`config.mk`:
```
export PLATFORM = sky130hd
export DESIGN_NAME = ultrasonic_ranger
export DESIGN_NICKNAME = d
export VERILOG_FILES = /design/src/rtl/ultrasonic_ranger.sv
export SDC_FILE = /design/constraint.sdc
export NUM_CORES = 1
export LEC_CHECK = 0
export CORE_MARGIN = 4
export CORE_UTILIZATION = 30
export DETAILED_ROUTE_END_ITERATION = 6
export SLEW_MARGIN = 20
export SYNTH_ARGS = -nofsm -noshare
export SYNTH_HDL_FRONTEND = slang
export SYNTH_SLANG_ARGS = --single-unit
```
`constraint.sdc`:
```
create_clock -name clk -period 6.99 [get_ports clk]
set_clock_uncertainty 0.15 [all_clocks]
set_input_delay 1.398 -clock clk [delete_from_list [all_inputs] [get_ports clk]]
set_output_delay 1.398 -clock clk [all_outputs]
set_load 0.02 [all_outputs]
```
`src/rtl/ultrasonic_ranger.sv`:
```
// Periodic ultrasonic range finder: fires a trigger pulse, times the echo,
// and reports floor(echo_us / 58) in centimetres, or 16'hFFFF on timeout.
module ultrasonic_ranger #(
    parameter int CLK_HZ     = 50_000_000,
    parameter int TRIG_US    = 10,
    parameter int PERIOD_MS  = 60,
    parameter int TIMEOUT_US = 30000
) (
    input  logic        clk,
    input  logic        rst_n,
    input  logic        enable,
    input  logic        echo,
    output logic        trig,
    output logic [15:0] distance_cm,
    output logic        distance_ready,
    output logic        timeout
);

    localparam int CYC_US     = CLK_HZ / 1_000_000;
    localparam int PERIOD_CYC = PERIOD_MS * 1000 * CYC_US;
    localparam int US_MAX     = (TIMEOUT_US > TRIG_US) ? TIMEOUT_US : TRIG_US;
    localparam int PRE_W      = (CYC_US > 1) ? $clog2(CYC_US) : 1;
    localparam int US_W       = $clog2(US_MAX + 1);
    localparam int PER_W      = $clog2(PERIOD_CYC + 1);

    localparam logic [5:0]  CM_US_LAST = 6'd57;
    localparam logic [15:0] CM_SAT     = 16'hFFFE;
    localparam logic [15:0] CM_TIMEOUT = 16'hFFFF;

    localparam logic [2:0] S_IDLE = 3'd0;
    localparam logic [2:0] S_TRIG = 3'd1;
    localparam logic [2:0] S_WAIT = 3'd2;
    localparam logic [2:0] S_MEAS = 3'd3;
    localparam logic [2:0] S_HOLD = 3'd4;

    function automatic logic [15:0] sat_inc(input logic [15:0] v);
        return (v == CM_SAT) ? v : v + 16'd1;
    endfunction

    logic [2:0]       state, state_nxt;
    logic             echo_p0, echo_p1, echo_p2;
    logic [PRE_W-1:0] pre;
    logic [US_W-1:0]  us_cnt;
    logic [5:0]       sub_us;
    logic [15:0]      cm, cm_nxt;
    logic [PER_W-1:0] per_cnt;
    logic             tick, echo_rise, echo_fall, period_done, timing;
    logic             trig_last, to_last, finish_ok, finish_to;

    assign tick        = (pre == PRE_W'(CYC_US - 1));
    assign echo_rise   = echo_p1 & ~echo_p2;
    assign echo_fall   = ~echo_p1 & echo_p2;
    assign period_done = (per_cnt == PER_W'(PERIOD_CYC - 1));
    assign timing      = (state == S_TRIG) || (state == S_WAIT) || (state == S_MEAS);
    assign trig_last   = tick && (us_cnt == US_W'(TRIG_US - 1));
    assign to_last     = tick && (us_cnt == US_W'(TIMEOUT_US - 1));
    // The microsecond that completes on the falling-edge cycle still counts.
    assign cm_nxt      = (tick && sub_us == CM_US_LAST) ? sat_inc(cm) : cm;

    always_comb begin
        state_nxt = state;
        finish_ok = 1'b0;
        finish_to = 1'b0;
        case (state)
            S_IDLE: if (enable) state_nxt = S_TRIG;
            S_TRIG: if (trig_last) state_nxt = S_WAIT;
            S_WAIT: begin
                if (echo_rise) begin
                    state_nxt = S_MEAS;
                end else if (to_last) begin
                    finish_to = 1'b1;
                    state_nxt = S_HOLD;
                end
            end
            S_MEAS: begin
                if (echo_fall) begin
                    finish_ok = 1'b1;
                    state_nxt = S_HOLD;
                end else if (to_last) begin
                    finish_to = 1'b1;
                    state_nxt = S_HOLD;
                end
            end
            S_HOLD: if (period_done) state_nxt = enable ? S_TRIG : S_IDLE;
            default: state_nxt = S_IDLE;
        endcase
    end

    always_ff @(posedge clk or negedge rst_n) begin
        if (!rst_n) begin
            state          <= S_IDLE;
            echo_p0        <= 1'b0;
            echo_p1        <= 1'b0;
            echo_p2        <= 1'b0;
            pre            <= '0;
            us_cnt         <= '0;
            sub_us         <= '0;
            cm             <= '0;
            per_cnt        <= '0;
            trig           <= 1'b0;
            distance_cm    <= '0;
            distance_ready <= 1'b0;
            timeout        <= 1'b0;
        end else begin
            // synchronizer stages, then one more flop for edge detection
            echo_p0 <= echo;
            echo_p1 <= echo_p0;
            echo_p2 <= echo_p1;

            state          <= state_nxt;
            trig           <= (state_nxt == S_TRIG);
            distance_ready <= finish_ok | finish_to;
            if (finish_ok) begin
                distance_cm <= cm_nxt;
                timeout     <= 1'b0;
            end else if (finish_to) begin
                distance_cm <= CM_TIMEOUT;
                timeout     <= 1'b1;
            end

            if (state_nxt != state) begin
                pre    <= '0;
                us_cnt <= '0;
                sub_us <= '0;
                cm     <= '0;
            end else if (timing) begin
                pre <= tick ? '0 : pre + 1'b1;
                if (tick) us_cnt <= us_cnt + 1'b1;
                if (state == S_MEAS) begin
                    if (tick) sub_us <= (sub_us == CM_US_LAST) ? '0 : sub_us + 1'b1;
                    cm <= cm_nxt;
                end
            end

            // period runs from every TRIG entry and parks at its final count
            if (state_nxt == S_TRIG && state != S_TRIG) begin
                per_cnt <= '0;
            end else if (!period_done) begin
                per_cnt <= per_cnt + 1'b1;
            end
        end
    end

endmodule

```
==> key figures <==
Worst setup path
  • Critical path capture point type: flip-flop
  • Type of the setup path with the least slack: primary input to flip-flop
  • Maximum single-stage delay on the critical path: 790 ps
  • Data arrival time of the worst path: ~3500 ps
  • Data required, critical path: ~7000 ps
  • Crit path cell chain: clkdlybuf4s50_1 -> inv_1 -> mux2_2 -> nor3_1 -> a211oi_1 -> a21oi_2 -> nor2_1
  • Startpoint kind of the worst setup timing path: primary input
  • Cell at the slowest stage of the critical path: a21oi_2
  • Worst-path maximum fanout: 22
  • Buf+Inv Stages, Crit Path: 2
  • Top delay family on crit path: compound AO/OA/AOI/OAI gates

Floorplan
  • Die Span X: around 130 um
  • Initial cell density of the core: 30.9%
  • Number of top-level design ports: 23
  • Die boundary height: 134 um
  • DIE AREA: 17900 um2
  • Site row count: between 40 and 50
  • Area of the placeable core: approximately 15000 um2

Clocking
  • Hold-fix buffers at CTS: 0
  • Clock insertion delay at the later pin of the skew report: roughly 340 ps
  • Number of clock sinks: 90
  • CTS tree: done
  • Number of buffers inserted during clock tree synthesis: 9
  • Post CTS Setup Buffer Count: 0
  • PostCTS Resize Cnt: 0
  • Maximum clock path buffer count: 2
  • Master cell of the clock root buffer: clkbuf_16
  • H-tree Lvls: 3
  • CTS clk-pin slew, worst paths: approximately 60 ps

Yosys
  • Post-synth EDFFs: 0
  • Seq/Total Area, Yosys: 47.4%
  • Synth warnings: 0
  • Most used standard cell by instance count after synthesis: nor2_1
  • Share of Yosys cell area claimed by the top area cell type: a little under half
  • Combined area of all synthesized cells: between 4000 and 5000 um2
  • Synth Flop Type: dfrtp_1
  • Top post-synthesis cells by count: 107 x nor2_1, 90 x dfrtp_1, 44 x xnor2_1
  • Synth async-reset ratio: 100%
  • Synthesized instance count: around 530
  • Distinct cell type count of the synthesized netlist: between 40 and 50
  • Cell types with the largest area share after synthesis: dfrtp_1 47%, nor2_1 8.5%, xnor2_1 8.1%
  • Most area-hungry cell type in the Yosys netlist: dfrtp_1
  • Number of synthesized register bits: 90
  • Syn_area_per_cell: around 9.0 um2
  • Syn_nets: between 500 and 600

Pwr
  • Relative contribution of combinational cells to total power: a little under an eighth
  • Net load switching power: about 360 uW
  • Maximum vdd ir drop: between 100 and 150 uV
  • Power density of the placed cells: about 240 nW/um2
  • Switching power as a share of total power: a little over a quarter
  • Part of the total power dissipated in the clock network: a little under two fifths
  • Leakage power summed over all cells: 0.00218 uW
  • Cell-internal power: around 960 uW
  • Sequential power share: 49.9%

Finish
  • Antenna cells: 0
  • Fraction of final layout cells sized beyond drive strength 1: 5.70%
  • Area growth syn-to-layout: 15.9%
  • Final cell area excluding filler cells: 5510 um2
  • Final-stage net count: ~550

Worst hold path
  • Min-delay worst type: flip-flop to flip-flop

Drt
  • Number of violations reported at the end of detailed-routing iteration 0: between 300 and 400
  • Vias: about 3700
  • Routed wire per std cell: 13.4 um
  • Drt pass-1 iters: 4
  • Via-to-Cell Ratio: ~4.9
  • DRT Wirelength: 10.1 mm
  • Number of design rule violations left after detail routing: 0
  • Detail Route Antenna Nets: 0

STA
  • Final-report hold violation count: 0
  • Final period util: roughly 50%
  • Highest attainable clock frequency: roughly 0.29 GHz
  • Actual slew at the worst max-slew pin: 991 ps
  • Number of setup violations in the final report: 0
  • Clock period minus final worst setup slack: between 3000 and 4000 ps
  • Accumulated negative setup slack: 0 ps
  • RSZ-0062 raised after global routing: no
  • Count of pins over their slew limit: 0
  • Relative slew slack: roughly a third

Placed design
  • Final HPWL DP: about 7 mm
  • Number of port buffers: 22
  • GPL Wtd Cong: between 0.8 and 0.9
  • Area after DPL: roughly 5200 um2

Global routing
  • Total grt overflow: 0
  • Vias in the first global route: ~3700
  • Pin count of the biggest net entering global routing: 47
  • Wire length of the first global-routing pass: around 18 mm
  • Global-route usage over all layers: between 10% and 20%
  • Number of antenna violations at the first check in global routing: 0

Status
  • Status: complete, no violations

Run
  • Max Cap Viol: 0
-- metrics by stage --
step,hold WS (ps),std cells,setup slack (ps),util [%],power (uW)
2_1_floorplan,181,525,4110,-,770
3_3_place_gp,189,739,3200,33.7,811
5_1_grt,214,755,3160,35.8,1400
4_1_cts,205,755,3490,35.8,1330
3_5_place_dp,190,739,3140,33.7,821
6_report,203,755,3480,35.8,1320
-- placed cells by master (no fill, tap or decap), drive strengths merged, types with 3 or more instances in the layout --
master / Yosys / final
a211oi: 7 / 7
a21oi: 28 / 28
a311oi: 4 / 4
a31oi: 6 / 6
and2: 4 / 4
and3: 9 / 9
and4: 6 / 6
buf: 8 / 4
clkbuf: 14 / 12
clkdlybuf4s50: 0 / 21
clkinv: 0 / 3
dfrtp: 90 / 90
ha: 9 / 9
inv: 18 / 18
mux2i: 5 / 5
nand2: 38 / 38
nand3: 21 / 21
nand4: 11 / 11
nand4b: 3 / 3
nor2: 107 / 107
nor3: 27 / 27
nor4: 11 / 11
o21ai: 8 / 8
or2: 3 / 3
or3: 5 / 5
xnor2: 44 / 44
xor2: 19 / 19
-- logic make-up after synthesis --
logic type / Yosys count / share of synthesized area (%)
fa+ha+maj: 9 / 2.37
flops: 90 / 47.4
buf+inv: 40 / 3.34
xor+xnor: 63 / 11.6
mux: 6 / 1.29
simple gates: 255 / 25.9
compound gates: 62 / 8.09
-- flip-flops by register name (all words and copies together) (netlist names) --
register / flops
sub_us: 6
state: 3
per_cnt: 22
cm: 16
echo_p0: 1
distance_cm: 16
timeout: 1
echo_p2: 1
pre: 6
distance_ready: 1
echo_p1: 1
us_cnt: 15
trig: 1
-- power groups by stage --
stage          combinational [uW]  sequential [uW]  clock [uW]
5_1_grt                       186              668         541
2_1_floorplan                 131              639           0
3_5_place_dp                  158              663           0
4_1_cts                       159              656         518
3_3_place_gp                  150              661           0
6_report                      157              658         505
-- layer usage --
layer / vias to the layer above / share of wire [%] / track usage [%]
met5: - / 0 / 0
met4: 0 / 2.4 / 4.97
met3: 18 / 3.2 / 2.85
met2: 49 / 47 / 19.5
met1: 1801 / 47 / 15.3
li1: 1827 / - / -
-- worst paths after layout --
| kind | start | slack, ps | to | depth (start not counted) |
|---|---|---|---|---|
| min in group asynchronous | rst_n | 910 | distance_cm[11]$_DFFE_PN0P_ | 1 |
| worst min register to register | echo_p0$_DFF_PN0_ | 200 | echo_p1$_DFF_PN0_ | 0 |
| worst max-delay path | enable | 3480 | per_cnt[12]$_DFFE_PN0P_ | 7 |
| worst min-delay path | echo_p0$_DFF_PN0_ | 200 | echo_p1$_DFF_PN0_ | 0 |
| worst max register to register | pre[1]$_DFFE_PN0P_ | 3530 | cm[1]$_DFFE_PN0P_ | 9 |
| max in group asynchronous | rst_n | 4790 | us_cnt[4]$_DFFE_PN0P_ | 2 |
-- cell type report --
| type | instances | area, um2 |
|---|---|---|
| clock buffer | 12 | 267 |
| clock inverter | 4 | 48.8 |
| fill | 1528 | 9860 |
| inverter | 18 | 67.6 |
| multi-input combinational | 395 | 2370 |
| sequential | 90 | 2250 |
| tap | 211 | 264 |
| timing repair buffer | 25 | 240 |
Note: power is estimated with default switching activity, not from simulation.
